<file path="src/rtl/casca_pkg.sv">
// Shared types and constants for the casca channel sequencer.
package casca_pkg;

  localparam int unsigned NUM_CH               = 3;
  localparam int unsigned DEFAULT_DWELL_CYCLES = 100_000_000;
  localparam int unsigned DEFAULT_GAP_CYCLES   = 50_000;

  typedef enum logic [2:0] {
    S_OFF,
    S_MANUAL,
    S_CH1,
    S_GAP1,
    S_CH2,
    S_GAP2,
    S_CH3,
    S_GAP3
  } state_e;

  // Switch bundle carried through the synchronizer as one vector.
  typedef struct packed {
    logic [NUM_CH-1:0] manual;
    logic              chase;
    logic [1:0]        led;
  } sw_t;

  // Next lit channel after a CH or GAP state; CH3/GAP3 wrap to CH1.
  function automatic state_e chase_next(input state_e s);
    case (s)
      S_CH1, S_GAP1: return S_CH2;
      S_CH2, S_GAP2: return S_CH3;
      default:       return S_CH1;
    endcase
  endfunction

  // Break-before-make gap that follows a lit channel.
  function automatic state_e gap_of(input state_e s);
    case (s)
      S_CH1:   return S_GAP1;
      S_CH2:   return S_GAP2;
      default: return S_GAP3;
    endcase
  endfunction

endpackage

</file>
<file path="src/rtl/casca_sequencer_if.sv">
// Switch, PWM and indicator signals of the casca sequencer.
interface casca_sequencer_if;

  logic [casca_pkg::NUM_CH-1:0] sw_manual;
  logic                         sw_chase;
  logic [1:0]                   sw_led;
  logic [casca_pkg::NUM_CH-1:0] pwm_in;
  logic [casca_pkg::NUM_CH-1:0] pwm_out;
  logic [1:0]                   led;
  logic [1:0]                   chase_step;

  modport master (
    output sw_manual, sw_chase, sw_led, pwm_in,
    input  pwm_out, led, chase_step
  );

  modport slave (
    input  sw_manual, sw_chase, sw_led, pwm_in,
    output pwm_out, led, chase_step
  );

endinterface

</file>
<file path="src/rtl/casca_sequencer_sw_sync.sv">
// Parameterized-width 2-flop synchronizer with synchronous reset.
module sw_sync #(
  parameter int unsigned WIDTH = 1
) (
  input  logic             clk,
  input  logic             rst,
  input  logic [WIDTH-1:0] d,
  output logic [WIDTH-1:0] q
);

  logic [WIDTH-1:0] meta;

  // Two back-to-back flops to settle asynchronous switch inputs.
  always_ff @(posedge clk) begin
    if (rst) begin
      meta <= '0;
      q    <= '0;
    end else begin
      meta <= d;
      q    <= meta;
    end
  end

endmodule

</file>
<file path="src/rtl/casca_sequencer.sv">
// Three-channel PWM gate: manual per-channel enable or timed chase.
module casca_sequencer
  import casca_pkg::*;
#(
  parameter int unsigned DWELL_CYCLES = DEFAULT_DWELL_CYCLES,
  parameter int unsigned GAP_CYCLES   = DEFAULT_GAP_CYCLES
) (
  input  logic               clk_50MHz,
  input  logic               rst,
  casca_sequencer_if.slave   bus
);

  localparam int unsigned DG_MAX  = (DWELL_CYCLES > GAP_CYCLES) ? DWELL_CYCLES : GAP_CYCLES;
  localparam int unsigned CNT_MAX = (DG_MAX > 2) ? DG_MAX : 2;
  localparam int unsigned CNT_W   = $clog2(CNT_MAX);
  localparam int unsigned DWELL_LAST = DWELL_CYCLES - 1;
  localparam int unsigned GAP_LAST   = (GAP_CYCLES == 0) ? 0 : GAP_CYCLES - 1;

  localparam logic [CNT_W-1:0] DWELL_LAST_C = CNT_W'(DWELL_LAST);
  localparam logic [CNT_W-1:0] GAP_LAST_C   = CNT_W'(GAP_LAST);

  sw_t sw_raw;
  sw_t sw_s;

  state_e            state_q, state_d;
  logic [CNT_W-1:0]  cnt_q, cnt_d;
  logic [NUM_CH-1:0] man_q;
  logic [NUM_CH-1:0] en_c;
  logic [1:0]        step_c;

  assign sw_raw = '{manual: bus.sw_manual, chase: bus.sw_chase, led: bus.sw_led};

  sw_sync #(.WIDTH($bits(sw_t))) u_sw_sync (
    .clk (clk_50MHz),
    .rst (rst),
    .d   (sw_raw),
    .q   (sw_s)
  );

  // State, dwell/gap counter and the manual mask that travels with the state.
  always_ff @(posedge clk_50MHz) begin
    if (rst) begin
      state_q <= S_OFF;
      cnt_q   <= '0;
      man_q   <= '0;
    end else begin
      state_q <= state_d;
      cnt_q   <= cnt_d;
      man_q   <= sw_s.manual;
    end
  end

  // Mode selection and chase sequencing; counter is zero unless counting.
  always_comb begin
    state_d = state_q;
    cnt_d   = '0;
    if (!sw_s.chase) begin
      state_d = (|sw_s.manual) ? S_MANUAL : S_OFF;
    end else begin
      unique case (state_q)
        S_OFF, S_MANUAL: state_d = S_CH1;
        S_CH1, S_CH2, S_CH3: begin
          if (cnt_q == DWELL_LAST_C) begin
            state_d = (GAP_CYCLES == 0) ? chase_next(state_q) : gap_of(state_q);
          end else begin
            cnt_d = cnt_q + CNT_W'(1);
          end
        end
        default: begin
          if (cnt_q == GAP_LAST_C) begin
            state_d = chase_next(state_q);
          end else begin
            cnt_d = cnt_q + CNT_W'(1);
          end
        end
      endcase
    end
  end

  // Channel enables and chase index decoded from the current state.
  always_comb begin
    en_c   = '0;
    step_c = 2'd0;
    unique case (state_q)
      S_MANUAL: en_c = man_q;
      S_CH1: begin en_c = NUM_CH'(3'b001); step_c = 2'd1; end
      S_CH2: begin en_c = NUM_CH'(3'b010); step_c = 2'd2; end
      S_CH3: begin en_c = NUM_CH'(3'b100); step_c = 2'd3; end
      default: ;
    endcase
  end

  // Registered outputs: gated PWM, indicator LEDs and chase index.
  always_ff @(posedge clk_50MHz) begin
    if (rst) begin
      bus.pwm_out    <= '0;
      bus.led        <= '0;
      bus.chase_step <= '0;
    end else begin
      bus.pwm_out    <= bus.pwm_in & en_c;
      bus.led        <= (state_q == S_OFF && sw_s == '0) ? 2'b00 : sw_s.led;
      bus.chase_step <= step_c;
    end
  end

endmodule

</file>
<file path="src/flat_wrapper.sv">
// flat-port wrapper written by rule: the top's interface ports become plain ports
module casca_sequencer_flat import casca_pkg::*;
#(
  parameter int unsigned DWELL_CYCLES = DEFAULT_DWELL_CYCLES,
  parameter int unsigned GAP_CYCLES   = DEFAULT_GAP_CYCLES
)
  (clk_50MHz, rst, bus_sw_manual, bus_sw_chase, bus_sw_led, bus_pwm_in, bus_pwm_out, bus_led, bus_chase_step);
  casca_sequencer_if bus_i ();
  input  logic clk_50MHz;
  input  logic rst;
  input wire logic [$bits(bus_i.sw_manual)-1:0] bus_sw_manual;
  input wire logic [$bits(bus_i.sw_chase)-1:0] bus_sw_chase;
  input wire logic [$bits(bus_i.sw_led)-1:0] bus_sw_led;
  input wire logic [$bits(bus_i.pwm_in)-1:0] bus_pwm_in;
  output wire logic [$bits(bus_i.pwm_out)-1:0] bus_pwm_out;
  output wire logic [$bits(bus_i.led)-1:0] bus_led;
  output wire logic [$bits(bus_i.chase_step)-1:0] bus_chase_step;
  assign bus_i.sw_manual = bus_sw_manual;
  assign bus_i.sw_chase = bus_sw_chase;
  assign bus_i.sw_led = bus_sw_led;
  assign bus_i.pwm_in = bus_pwm_in;
  assign bus_pwm_out = bus_i.pwm_out;
  assign bus_led = bus_i.led;
  assign bus_chase_step = bus_i.chase_step;
  casca_sequencer #(.DWELL_CYCLES(DWELL_CYCLES), .GAP_CYCLES(GAP_CYCLES)) u_core (.clk_50MHz(clk_50MHz), .rst(rst), .bus(bus_i));
endmodule
</file>
<file path="config.mk">
export PLATFORM = sky130hd
export DESIGN_NAME = casca_sequencer_flat
export DESIGN_NICKNAME = d
export VERILOG_FILES = /design/src/rtl/casca_pkg.sv /design/src/rtl/casca_sequencer_if.sv /design/src/rtl/casca_sequencer_sw_sync.sv /design/src/rtl/casca_sequencer.sv /design/src/flat_wrapper.sv
export SDC_FILE = /design/constraint.sdc
export NUM_CORES = 1
export LEC_CHECK = 0
export ABC_AREA = 1
export BUFFER_PORTS_ARGS = -buffer_cell sky130_fd_sc_hd__buf_2
export CAP_MARGIN = 0
export CORE_AREA = 2 2 87 72
export CTS_BUF_LIST = sky130_fd_sc_hd__clkbuf_8 sky130_fd_sc_hd__clkbuf_16
export DETAILED_ROUTE_END_ITERATION = 12
export DIE_AREA = 0 0 89 74
export HOLD_SLACK_MARGIN = 0.02
export PLACE_DENSITY_LB_ADDON = 0.2
export SLEW_MARGIN = 20
export SYNTH_ARGS = -nofsm -noshare
export SYNTH_HDL_FRONTEND = slang
export SYNTH_SLANG_ARGS = --single-unit
export TNS_END_PERCENT = 10
</file>
<file path="constraint.sdc">
create_clock -name clk_50MHz -period 1.6 [get_ports clk_50MHz]
set_input_delay 0.24 -clock clk_50MHz [delete_from_list [all_inputs] [get_ports clk_50MHz]]
set_output_delay 0.24 -clock clk_50MHz [all_outputs]
set_load 0.005 [all_outputs]
</file>
; After elaboration in Yosys (flattened, before gate mapping)
; Cells that the tools add are included.
[totals]
regBits = 52
in_bits = 11
output_inout_bits = 7
[op_classes]
add_sub_neg = 1
n_eq_ne = 10
n_mux = 12
n_bitwise = 2
n_reduce_logical = 11
[op_table]
columns = operator, n
row1 = 27-bit 2-to-1 mux, 2
row2 = 27-bit case mux with 2 select lines, 1
row3 = 27-bit by 1-bit adder with 27-bit output (second input constant), 1
row4 = 27-bit by 16-bit equality test with 1-bit output (second input constant), 1
row5 = 27-bit equality test (second input constant), 1
row6 = 3-bit case mux with 2 select lines, 3
row7 = 3-bit case mux with 4 select lines, 1
row8 = 2-bit OR reduction, 5
row9 = 3-bit equality test (second input constant), 3
row10 = 3-bit 2-to-1 mux, 3
row11 = 3-bit by 2-bit equality test with 1-bit output (second input constant), 2
row12 = 6-bit zero test, 1
row13 = 2-bit case mux with 3 select lines, 1
row14 = 3-bit OR reduction, 2
row15 = 4-bit by 1-bit != test with 1-bit output (second input constant), 1
row16 = 3-bit bitwise AND, 1
row17 = 3-bit by 1-bit equality test with 1-bit output (second input constant), 1
row18 = 3-bit zero test, 1
row19 = 3-bit by 2-bit != test with 1-bit output (second input constant), 1
row20 = 2-bit AND reduction, 1
row21 = 1-bit logical AND, 1
row22 = 1-bit 2-to-1 mux, 1
row23 = 1-bit NOT, 1

; Logic depth before layout (Yosys ltp)
[depth]
depth_word = 6
depth_mapped = 11
mapped_depth_nobuf = 10

; By module
; From an unflattened synthesis, not the netlist that was laid out.
[unflattened]
hier_cells = 334
hier_area_um2 = 2339.7
[modules_own_cells]
columns = module, instances, cells_per_inst, area_per_inst_um2, seq_area_each_um2
row1 = casca_sequencer, 1, 297, 1998.2, 800.8
row2 = sw_sync, 1, 37, 341.6, 240.2

; Worst setup path before layout
; Ideal clock, no wire load.
[synth_path]
kind = flip-flop to flip-flop
from = register u_core.cnt_q[0]
to = register u_core.cnt_q[10]
setup_ps = 117
arrival_time_ps = 1435
required_time_ps = 1483
path_slack_ps = 48
stages_incl_launch_ff = 12
n_path_buf = 1
period_less_slack_ps = 1552
path_cell_list = dfxtp_1 > ha_1 > nand3_2 > inv_2 > nand2_4 > nor2_1 > nand2_1 > nand2_2 > nand2_4 > nand2_4 > buf_6 > nor2_1
[synth_between]
elab_chain_cells = 3
word_cells_on_any_way = 6
classes_between = add/sub (1) / eq/ne (2) / mux (3)
[synth_rtl]
columns = element, line
row1 = "start, declared", casca_sequencer.sv:26  ; logic [CNT_W-1:0] cnt_q, cnt_d;
row2 = "start signal, assigned", casca_sequencer.sv:48  ; cnt_q <= cnt_d;
row3 = "27-bit by 1-bit adder with 27-bit output, or another cell as far along", "casca_sequencer.sv:66, casca_sequencer.sv:73"
row4 = 27-bit 2-to-1 mux (on tied branches), "casca_sequencer.sv:70, casca_sequencer.sv:63"
row5 = 27-bit case mux with 2 select lines (*), casca_sequencer.sv:60  ; unique case (state_q)
; Mark *: on every way between the ends. The rest lies on a longest branch, timed or not.
; A chain may end at the register's enable or synchronous reset.

; Final worst setup path
[layout_path]
from = register u_core.cnt_q[4]
to = register u_core.state_q[1]
[layout_between]
elab_chain_cells = 3
word_cells_on_any_way = 5
classes_between = eq/ne (4) / reduce/logical (1)
[layout_rtl]
columns = element, line
row1 = 27-bit by 16-bit equality test with 1-bit output / 27-bit equality test (equally long branches), "casca_sequencer.sv:70, casca_sequencer.sv:63"
row2 = 4-bit by 1-bit != test with 1-bit output (no line) / 3-bit by 2-bit != test with 1-bit output (equally long branches), -
row3 = 2-bit AND reduction (no line) (*), -
row4 = "end signal, assigned", casca_sequencer.sv:47  ; state_q <= state_d;
row5 = "end, declared", casca_sequencer.sv:25  ; state_e state_q, state_d;
; Marked as above.

==> metrics.csv <==
metric,value,unit
run status,"complete, no violations",
CORE AREA,5760,um^2
H-tree depth,2,
Final HPWL DP,4390,um
Final Instance Area,2980,um^2
Crit. End Element,register,
Fin Setup TNS,0,ns
area share of the largest cell type after synthesis,0.418,
compound-gate portion of the synthesized area,0.0281,
Final min period,1.50,ns
Mapped Area,2490,um^2
max_cap viols,0,
number of vias per cell,4.65,
post-synth cell types,22,
layout cell share with drive strength beyond 1,0.193,
wire length per cell,11.6,um
worst-path fanout max,7,
"Hold Vio Cnt, Final",0,
YS warnings,0,
CTS Buffer Depth,2,
fillcell total,625,
ranking of synthesized cells by area,"dfxtp_1 (42%), nor2_1 (15%), nand2_1 (11%), inv_1 (8.1%), xor2_1 (4.9%)",
Max-slew headroom,0.772,
"Cell Area, Placed",2790,um^2
largest net degree at the start of global routing,23,
Logic pwr share,0.032,
CP required,1.81,ns
"Seq/Total Area, Yosys",0.418,
antenna violations before repair,0,
DIE HEIGHT,74,um
nets@finish,425,
CTS root buffer,clkbuf_8,
WL final,5740,um
fmax,666,MHz
initial core utilization,0.433,
DRC,0,
final worst path period share,0.939,
first drt pass iteration count,4,
worst hold slack,0.125,ns
Hold WC Path Type,primary input to register,
Reg area,1050,um^2
RSZ-0062 raised after global routing,yes,
P_int,1.66,mW
proportion of synthesized area in mux cells,0,
NetSw,505,uW
P&R area growth vs syn,19.5,%
leak pwr,1.19,nW
vias post-DR,2302,
VDD IR max,0.296,mV
"Slew Viols, Final",0,
Post-Syn Nets,384,
n_diodes,0,
main combinational cell family by area after synthesis,simple AND/OR/NAND/NOR gates,
first-pass GRT wire length,9810,um
CTS buffer count,5,
Mean Syn Cell Area,6.70,um^2
Worst-path clk slew,0.10,ns
die width,89,um
pwr dens,728,nW/um^2
Total Routing Usage GR,0.192,
clk_lat worst skew,0.30,ns
Non-Filler Instances,495,
Slew @ Worst Pin,0.339,ns
"antenna viol nets, final",0,
crit path DAT,1.71,ns
Clock Sinks,52,
TritonCTS clock tree,built,
Design Power,2.17,mW
Sequential Power Share,0.610,
RD Place Congestion,0.980,
"Remaining Overflow, GRT",0,
Post-CTS Hold Buffers,0,
Switching Share,0.233,
critical setup path kind,register to register,
"FF+latch count, synth",52,
multi-input logic area,1280,um^2
post-synthesis xor/xnor area fraction,0.0527,
Cells after Synth,372,
Post-Synth Adder-Cell Area,0.00502,
most area-hungry cell type in the Yosys netlist,dfxtp_1,
number of global-route vias before repair,2070,
port bufs,17,
# rows,25,
Layout Skew,0.00658,ns
crit start category,register,
DIE AREA,6590,um^2
post-synthesis simple-gate area fraction,0.401,
# IOs,18,
Final setup viols,0,
Clock power frac,0.358,
Starting DRT DRC Count,157,
dpl cells,485,
[repair_timing]
item / 4_1_cts / 5_1_grt
resized for setup: 4 / 23
pin swaps: 0 / 3
cloned: 0 / 0
setup endpoints to repair: 21 / 30
setup buffers: 0 / 2
[worst max-delay path, stage by stage (launching register included)]
cell and delay (ns):
dfxtp_1 0.33, buf_4 0.15, nor2_1 0.18, nand4_1 0.12
nor2_1 0.12, nand2_1 0.08, nand2_2 0.10, nand2_4 0.08
buf_6 0.14, nand3_1 0.06, nand2_1 0.05
[cells by family after synthesis]
| logic type | after synthesis |
|---|---|
| AO/OA/AOI/OAI | 13 |
| buffers and inverters | 59 |
| AND/OR/NAND/NOR | 232 |
| XOR/XNOR | 15 |
| adder cells (fa/ha/maj) | 1 |
| flip-flops | 52 |
[metrics by stage]
step,setup slack (ns),util
after floorplan,0.0477,-
after global placement,0.0408,0.485
after detailed placement,-0.0328,0.485
after CTS,0.0110,0.503
after global routing,-0.0193,0.517
final,0.0975,0.517
[synthesized netlist by cell type]
master	count
a21oi_1	2
and2_1	1
buf_6	2
clkbuf_1	2
dfxtp_1	52
ha_1	1
inv_1	54
inv_2	1
nand2_1	74
nand2_2	3
nand2_4	3
nand3_1	22
nand3_2	1
nand4_1	12
nor2_1	98
nor2_2	3
nor2_4	1
nor3_1	14
o21ai_0	9
o21bai_1	2
xnor2_1	1
xor2_1	14
[metal layers]
metal,vias up,GRT usage,part of all wire
li1,1223,-,-
met1,1028,0.307,0.52
met2,47,0.265,0.41
met3,4,0.0411,0.066
met4,0,0.0381,0.0058
met5,-,0,0
[area by class of cell]
type / instances / area share
clock inverter: 3 / 0.00840
sequential: 52 / 0.353
inverter: 55 / 0.0693
tap: 81 / 0.0340
clock buffer: 5 / 0.0231
multi-input combinational: 261 / 0.430
timing repair buffer: 38 / 0.0828
[flip-flops by register name, summed over array words and instances, names as in the netlist]
register               cells
u_core.cnt_q              27
u_core.u_sw_sync.meta      6
u_core.u_sw_sync.q         6
u_core.bus.pwm_out         3
u_core.man_q               3
u_core.state_q             3
u_core.bus.chase_step      2
u_core.bus.led             2
[power by group through the flow]
stage          logic, mW  clock network [mW]  registers (mW)
2_1_floorplan     0.0414                   0            1.35
3_3_place_gp      0.0677                   0            1.35
3_5_place_dp      0.0686                   0            1.35
4_1_cts           0.0700               0.815            1.32
5_1_grt           0.0812               0.887            1.33
6_report          0.0694               0.776            1.32
[final timing paths]
check / start / end / slack, ns / depth (start not counted)
worst max-delay path: u_core.cnt_q[4]$_SDFF_PP0_ / u_core.state_q[1]$_SDFFE_PP0P_ / 0.1 / 10
worst min-delay path: bus_sw_led[1] / u_core.u_sw_sync.meta[1]$_SDFF_PP0_ / 0.13 / 3
worst max register to register: u_core.cnt_q[4]$_SDFF_PP0_ / u_core.state_q[1]$_SDFFE_PP0P_ / 0.1 / 10
worst min register to register: u_core.u_sw_sync.q[1]$_SDFF_PP0_ / u_core.bus.led[1]$_SDFF_PP0_ / 0.41 / 2
[placed cells by master (no fill, tap or decap), types with 4 or more instances in the layout]
master / count
nand2_1: 73
inv_1: 51
clkbuf_8: 5
nor3_2: 4
nor2_1: 93
o21ai_0: 8
nand3_1: 21
nor3_1: 10
nor2_2: 7
inv_2: 4
xor2_1: 14
buf_2: 17
nand2_2: 4
dfxtp_2: 7
buf_4: 20
nand4_1: 12
dfxtp_1: 45
No activity file was read; power rests on OpenSTA's default activity.
